$ cat src/rtl/irq_pkg.sv
// Shared types and helpers for the round-robin interrupt arbiter.
package irq_pkg;

    typedef enum logic [1:0] {IDLE, REQ, SERVICE} state_e;

    localparam int MCAUSE_W = 32;

    function automatic int unsigned wrap_inc(input int unsigned idx, input int unsigned n);
        return (idx + 1 >= n) ? 0 : idx + 1;
    endfunction

endpackage

$ cat src/rtl/rr_pick.sv
// Combinational round-robin find-first: lowest set request at or above start,
// wrapping from N-1 back to 0.
module rr_pick #(
    parameter int N    = 32,
    parameter int ID_W = $clog2(N)
) (
    input  logic [N-1:0]    req,
    input  logic [ID_W-1:0] start,
    output logic            vld,
    output logic [ID_W-1:0] idx
);

    localparam logic [ID_W:0] N_W = (ID_W + 1)'(N);

    logic [N-1:0]    rot;
    logic [ID_W-1:0] off;
    logic [ID_W:0]   sum;

    // Rotate so that bit 0 of rot corresponds to req[start].
    assign rot = N'({req, req} >> start);

    always_comb begin
        vld = 1'b0;
        off = '0;
        for (int i = N - 1; i >= 0; i--) begin
            if (rot[i]) begin
                vld = 1'b1;
                off = ID_W'(i);
            end
        end
    end

    assign sum = {1'b0, start} + {1'b0, off};
    assign idx = (sum >= N_W) ? ID_W'(sum - N_W) : ID_W'(sum);

endmodule

$ cat src/rtl/irq_rr_arbiter.sv
// Round-robin interrupt arbiter with claim/mret handshake toward the trap unit.
module irq_rr_arbiter
    import irq_pkg::*;
#(
    parameter int N_SRC = 32,
    parameter int ID_W  = $clog2(N_SRC)
) (
    input  logic                clk_i,
    input  logic                rst_i,
    input  logic [N_SRC-1:0]    src_i,
    input  logic [N_SRC-1:0]    edge_en_i,
    input  logic [N_SRC-1:0]    mie_i,
    input  logic                claim_i,
    input  logic                int_rst_i,
    output logic                int_o,
    output logic [ID_W-1:0]     int_id_o,
    output logic [MCAUSE_W-1:0] mcause_o,
    output logic                busy_o,
    output logic [N_SRC-1:0]    pending_o
);

    state_e           state;
    logic [N_SRC-1:0] src_q;
    logic [N_SRC-1:0] pend_edge;
    logic [N_SRC-1:0] rise;
    logic [N_SRC-1:0] pend;
    logic [N_SRC-1:0] elig;
    logic [N_SRC-1:0] clr;
    logic [ID_W-1:0]  rr_ptr;
    logic [ID_W-1:0]  sel_idx;
    logic             sel_vld;
    logic             claim_ok;

    assign rise     = src_i & ~src_q;
    assign pend     = (pend_edge & edge_en_i) | (src_i & ~edge_en_i);
    assign elig     = pend & mie_i;
    assign claim_ok = (state == REQ) && claim_i;
    assign clr      = claim_ok ? (N_SRC'(1) << int_id_o) : '0;

    rr_pick #(
        .N    (N_SRC),
        .ID_W (ID_W)
    ) u_pick (
        .req   (elig),
        .start (rr_ptr),
        .vld   (sel_vld),
        .idx   (sel_idx)
    );

    // A new rise outranks the claim clear landing in the same cycle.
    always_ff @(posedge clk_i or posedge rst_i) begin
        if (rst_i) begin
            src_q     <= '0;
            pend_edge <= '0;
        end else begin
            src_q     <= src_i;
            pend_edge <= ((pend_edge & ~clr) | rise) & edge_en_i;
        end
    end

    always_ff @(posedge clk_i or posedge rst_i) begin
        if (rst_i) begin
            state    <= IDLE;
            int_o    <= 1'b0;
            int_id_o <= '0;
            rr_ptr   <= '0;
        end else begin
            case (state)
                IDLE: begin
                    if (sel_vld) begin
                        state    <= REQ;
                        int_o    <= 1'b1;
                        int_id_o <= sel_idx;
                    end
                end
                REQ: begin
                    if (claim_i) begin
                        state  <= SERVICE;
                        int_o  <= 1'b0;
                        rr_ptr <= ID_W'(wrap_inc(int'(int_id_o), N_SRC));
                    end else if (!elig[int_id_o]) begin
                        state <= IDLE;
                        int_o <= 1'b0;
                    end
                end
                SERVICE: begin
                    if (int_rst_i) state <= IDLE;
                end
                default: begin
                    state <= IDLE;
                    int_o <= 1'b0;
                end
            endcase
        end
    end

    assign busy_o   = (state == SERVICE);
    assign mcause_o = {{(MCAUSE_W - ID_W){1'b0}}, int_id_o};
    // Level lines pass straight through, so mask them while reset is held.
    assign pending_o = rst_i ? '0 : pend;

endmodule

$ cat config.mk
export PLATFORM = sky130hd
export DESIGN_NAME = irq_rr_arbiter
export DESIGN_NICKNAME = d
export VERILOG_FILES = /design/src/rtl/irq_pkg.sv /design/src/rtl/rr_pick.sv /design/src/rtl/irq_rr_arbiter.sv
export SDC_FILE = /design/constraint.sdc
export NUM_CORES = 1
export LEC_CHECK = 0
export ABC_AREA = 1
export ABC_CLOCK_PERIOD_IN_PS = 3500
export BUFFER_PORTS_ARGS = -buffer_cell sky130_fd_sc_hd__buf_2
export CAP_MARGIN = 10
export CORE_UTILIZATION = 49
export CTS_CLUSTER_SIZE = 12
export DETAILED_ROUTE_END_ITERATION = 6
export GPL_ROUTABILITY_DRIVEN = 0
export PLACE_DENSITY = 0.78
export SETUP_SLACK_MARGIN = 0.1
export SLEW_MARGIN = 15
export SYNTH_ARGS = -nofsm -noshare
export SYNTH_HDL_FRONTEND = slang
export SYNTH_SLANG_ARGS = --single-unit
$ cat constraint.sdc
create_clock -name clk_i -period 3.5 [get_ports clk_i]
set_input_delay 0.175 -clock clk_i [delete_from_list [all_inputs] [get_ports clk_i]]
set_output_delay 0.175 -clock clk_i [all_outputs]
set_load 0.02 [all_outputs]
; After elaboration in Yosys (flattened, before gate mapping)
; Index checks and enable logic that the tools add are counted.
[word_totals]
regBits = 77
inputBits = 100
[classes]
eq_ne = 5
muxes = 79
shift = 2
order_cmp = 3
bitwise_logic = 12
n_addsub = 3
reduce_logical = 6
[op_table]
columns = op, n
row1 = 32-bit AND, 6
row2 = 5-bit 2-to-1 mux, 34
row3 = 32-bit NOT, 3
row4 = 32-bit 2-to-1 mux, 2
row5 = 32-bit bitwise OR, 2
row6 = 64-bit by 5-bit right shift with 32-bit output, 1
row7 = 1-bit 2-to-1 mux, 36
row8 = "1-bit by 5-bit << shifter with 32-bit output, first input constant", 1
row9 = "6-bit greater-or-equal comparator, second input constant", 2
row10 = 2-bit 2-to-1 mux, 4
row11 = "5-bit by 1-bit adder with 6-bit output, second input constant", 1
row12 = 5-bit by 5-bit adder with 6-bit output, 1
row13 = "5-bit by 6-bit less-than comparator with 1-bit output, second input constant", 1
row14 = 2-bit case mux with 3 select lines, 1
row15 = 3-bit AND reduction, 2
row16 = 1-bit binary-select mux with 5-bit select, 1
row17 = "5-bit by 1-bit subtractor with 5-bit output, second input constant", 1
row18 = "2-bit inequality test, second input constant", 2
row19 = 2-bit AND reduction, 2
row20 = "3-bit inequality test, second input constant", 1
row21 = 1-bit case mux with 3 select lines, 1
row22 = "2-bit by 1-bit equality test with 1-bit output, second input constant", 1
row23 = "2-bit equality test, second input constant", 1
row24 = 2-bit zero test, 1
row25 = 2 further kinds, 2

; Logic depth before layout (Yosys ltp)
[logic_depth]
depth_word = 40
ltp_mapped = 47

; Modules after synthesis
; A second synthesis with hierarchy kept.
[hier_totals]
hier_cells = 1132
area_unflattened_um2 = 6862.8
[modules_own_cells]
columns = mod, area_each_um2, cells_per_inst, n_inst, seq_area_each_um2
row1 = irq_rr_arbiter, 4371.7, 608, 1, 1926.8
row2 = rr_pick, 2491.1, 524, 1, 0.0

; Worst setup path after synthesis
; Ideal clock, no wire load.
[synth_timing]
path_kind = reg-to-reg
start = reg rr_ptr[1]
end = reg int_id_o[4]
stages_incl_launch_ff = 46
arrival_time_ns = 3.767
required_ns = 3.424
path_buffers = 2
path_slack_ns = -0.343
path_cell_list = dfrtp_1 buf_2 inv_2 buf_2 nand3_1 nand2_1 nor2_1 a31oi_1 nand2_1 nand2_1 nand2_1 nand2_1 nand2_1 nand2_1 nand2_1 nand2_1 nand2_1 nand2_1 [... 10 more ...] nand2_1 nand2_1 nand2_1 nand2_1 nand2_1 nand2_1 nand2_1 nand2_1 nand2_1 nand2_1 a21oi_2 ha_1 fa_1 nand3_1 nand2_1 xor2_1 xor2_1 o21ai_1
[synth_via]
elab_chain_len = 36
[synth_rtl]
columns = item, line
row1 = "start, declared", irq_rr_arbiter.sv:29  ; logic [ID_W-1:0] rr_ptr;
row2 = "start signal, assigned", irq_rr_arbiter.sv:80  ; rr_ptr <= ID_W'(wrap_inc(int'(int_id_o), N_SRC));
row3 = 64-bit by 5-bit right shift with 32-bit output, rr_pick.sv:20  ; assign rot = N'({req, req} >> start);
row4 = 5-bit 2-to-1 mux (32 in series), rr_pick.sv:26  ; if (rot[i]) begin
row5 = 5-bit by 5-bit adder with 6-bit output, rr_pick.sv:33  ; assign sum = {1'b0, start} + {1'b0, off};
row6 = 5-bit by 1-bit subtractor with 5-bit output or 6-bit greater-or-equal comparator (tied branches), rr_pick.sv:34  ; assign idx = (sum >= N_W) ? ID_W'(sum - N_W) : ID_W'(sum);
row7 = 5-bit 2-to-1 mux, rr_pick.sv:34
row8 = "end signal, assigned", irq_rr_arbiter.sv:73  ; int_id_o <= sel_idx;
row9 = "end, declared", irq_rr_arbiter.sv:16  ; output logic [ID_W-1:0] int_id_o,
; Parallel ways exist; a longest one is shown, timed or not.
; A chain may end at the register's enable or synchronous reset.

; Worst setup path in the final report
[layout_timing]
start = reg rr_ptr[0]
end = reg int_id_o[4]
; Same word-level chain as after synthesis.

==> results.sh <==
export IMPL_final_setup_tns_ns=-2.537
export IMPL_rsz0062_at_grt="yes"
export IMPL_fin_hold_ws_ns=0.02305
export IMPL_cts_sinks=77
export IMPL_cts_root_buffer="clkbuf_16"
export IMPL_fmax_mhz=239.0
export IMPL_ff2ff_path_depth=45
export IMPL_skew_ns=0.01134
export IMPL_drtPass1Iterations=7
export IMPL_wl_per_cell_um=18.38
export IMPL_pre_cts_slack_ns=-0.6367
export IMPL_hold_class="in -> reg"
export IMPL_worst_path_max_delay_cell="dfrtp_1"
export IMPL_min_from="int_rst_i"
export IMPL_ys_seq_area_share_pct=28.93
export IMPL_syn_avg_cell_area_um2=6.373
export IMPL_layoutNonFillerInstCount=1520
export IMPL_crit_path_max_fanout=15
export IMPL_ir_drop_v=0.0004666
export IMPL_port_buffers=143
export IMPL_period_needed_ns=4.184
export IMPL_grt_pass1_vias=8209
export IMPL_cts_clk_slew_worst_paths_ns=0.07
export IMPL_power_leakage_nw=5.136
export IMPL_critPathMostFrequentCell="nand2_1"
export IMPL_finalInstanceArea_um2=9791
export IMPL_status="finished, violations left"
export IMPL_htree_num_levels=3
export IMPL_syn_area_um2=6660
export IMPL_netlist_instances=1045
export IMPL_grt_pass1_wl_um=40030
export IMPL_place_hpwl_um=18950
export IMPL_clock_latency_ns=0.35
export IMPL_worst_setup_path_end_kind="flip-flop"
export IMPL_core_um2=13240
export IMPL_yosysMostFrequentCell="nand2_1"
export IMPL_dr_total_vias=9228
export IMPL_drt_iter0_drc=1437
export IMPL_synth_area_leader_cell="dfrtp_1"
export IMPL_synth_warnings=0
export IMPL_drt_wl_total_um=27930
export IMPL_cts_made_buffers=9
export IMPL_synth_edff_count=0
export IMPL_die_area_um2=14060
export IMPL_grt_max_degree=36
export IMPL_path_class="reg -> reg"
export IMPL_r2r_start="rr_ptr[0]$_DFFE_PP0P_"
export IMPL_cts_tree="built"
export IMPL_reg2reg_slack_ns=-0.68
export IMPL_yosys_cell_types_count=41
export IMPL_grt_overflow=0
export IMPL_tightest_slew_ns=0.6987
export IMPL_required_ns=3.75
export IMPL_netlist_top_cells_count="288 x nand2_1, 229 x nand3_1, 89 x inv_1"
export IMPL_synth_area_leaders="dfrtp_1 29%, nand3_1 17%, nand2_1 16%, inv_1 5.0%, buf_4 4.5%"
export IMPL_area_growth_pct=47.00
export IMPL_antenna_found_initial=0
export IMPL_drtAntennaViolNets=0
export IMPL_dpl_cell_count=1478
export IMPL_start_kind="flip-flop"
export IMPL_synth_seq_cells=77
export IMPL_ys_flop_type="dfrtp_1"
export IMPL_startpoint="rr_ptr[0]$_DFFE_PP0P_"
export IMPL_period_share_pct=119.5
export IMPL_slew_headroom_pct=53.31
export IMPL_ios=171
export IMPL_die_y_um=118.6
export IMPL_row_count=42
export IMPL_cp_arrival_ns=4.43
export IMPL_power_density_nw_per_um2=933.2
export IMPL_setup_viol=5
export IMPL_power_total_mw=9.136
export IMPL_synth_top_area_share_pct=28.93
export IMPL_violations="design-rule violations, negative setup slack"
export IMPL_fill_cells=931
export IMPL_drive_gt1_share_pct=37.35
export IMPL_postPlaceCellArea_um2=8717
export IMPL_diodes=0
export IMPL_maxCapViolCount=0
export IMPL_nets=1450
export IMPL_initial_core_util_pct=50.29
export IMPL_hold_violations=0
export IMPL_drcViolationCount=35
export IMPL_fin_ws_ns=-0.6841
export IMPL_max_stage_delay_ns=0.40
export IMPL_grt_usage_pct=35.94
export IMPL_worstReg2RegEnd="int_id_o[4]$_DFFE_PP0P_"
export IMPL_crit_end="int_id_o[4]$_DFFE_PP0P_"
export IMPL_slew_violations=0
export IMPL_die_w_um=118.6
export IMPL_async_reset_ff_share_pct=100.0
export IMPL_via_per_inst=6.071
export IMPL_fin_util_pct=73.93
export IMPL_clk_path_buf_depth=2
==> registers in the layout, summed over array words and instances (netlist names) <==
signal,flops
pend_edge,32
int_id_o,5
src_q,32
state,2
rr_ptr,5
int_o,1
==> final cells by class <==
class                   instances  area (um^2)  share of cell area (%)
clock buffers                   9        225.2                   2.300
flip-flops and latches         77         1928                   19.69
multi-input cells             819         4646                   47.45
well taps                     176        220.2                   2.249
repair buffers                332         2283                   23.32
repair inverters                1        16.27                  0.1661
clock inverters                 7        80.08                  0.8179
inverters                      99        391.6                   4.000
==> repair_timing <==
action,CTS,global route
pin swaps,10,11
resized for setup,25,90
hold buffers,5,0
buffers inserted,14,6
endpoints found under the setup margin,5,7
endpoints found under the hold margin,5,0
gates cloned,1,1
==> critical path: cells and delay by family (launching register included) <==
family | cells | cell delay [ns]
simple gates | 37 | 2.44
fa+ha+maj | 2 | 0.50
flops | 1 | 0.40
xor+xnor | 2 | 0.34
buf+inv | 2 | 0.26
compound gates | 2 | 0.14
==> how the worst min path moves through the flow <==
stage	slack, ns	to	cells after the start
floorplan	0.21	src_q[0]$_DFF_PP0_	0
global placement	0.31	src_q[22]$_DFF_PP0_	1
detailed placement	0.31	src_q[0]$_DFF_PP0_	1
CTS	0.03	state[1]$_DFFE_PP0P_	2
global route	0.03	state[1]$_DFFE_PP0P_	2
finish	0.02	state[1]$_DFFE_PP0P_	2
==> where the power goes <==
part	switching (mW)	internal [mW]
Clock	0.425	0.563
Combinational	4.17	2.79
Sequential	0.171	1.02
Total	4.76	4.37
==> metal layers <==
layer | track usage, % | wire (um) | share of wire (%)
met3 | 8.784 | 3500 | 13
met1 | 45.40 | 10180 | 36
met5 | 0 | 0 | 0
met4 | 17.09 | 2052 | 7.3
met2 | 57.49 | 12200 | 44
==> cell usage in the layout (no fill, tap or decap), types with 3 or more instances in the layout <==
| master | instances |
|---|---|
| nand2_1 | 278 |
| buf_4 | 171 |
| buf_2 | 143 |
| nand3_1 | 139 |
| nand3_2 | 95 |
| inv_1 | 88 |
| nor2_1 | 76 |
| dfrtp_1 | 76 |
| o22ai_1 | 33 |
| conb_1 | 27 |
| o21ai_0 | 23 |
| a21oi_1 | 20 |
| o21ai_1 | 15 |
| o21ai_2 | 15 |
| nand2_2 | 11 |
| clkbuf_16 | 10 |
| nand3_4 | 9 |
| ha_1 | 9 |
| and2_1 | 8 |
| buf_12 | 8 |
| o21bai_1 | 7 |
| a21boi_0 | 7 |
| a31oi_1 | 7 |
| inv_2 | 7 |
| a31oi_2 | 7 |
| dlygate4sd3_1 | 5 |
| xor2_1 | 4 |
| nor4_1 | 4 |
| a211oi_1 | 3 |
| buf_6 | 3 |
==> kinds of logic after synthesis <==
kind of cell | after synthesis | share of synthesized area (%)
compound gates | 147 | 13.23
xor+xnor | 5 | 0.6575
fa+ha+maj | 11 | 2.179
buf+inv | 175 | 13.15
flops | 77 | 28.93
other cells | 1 | 0.05631
simple gates | 629 | 41.80
Power figures use the tool's default switching activity.
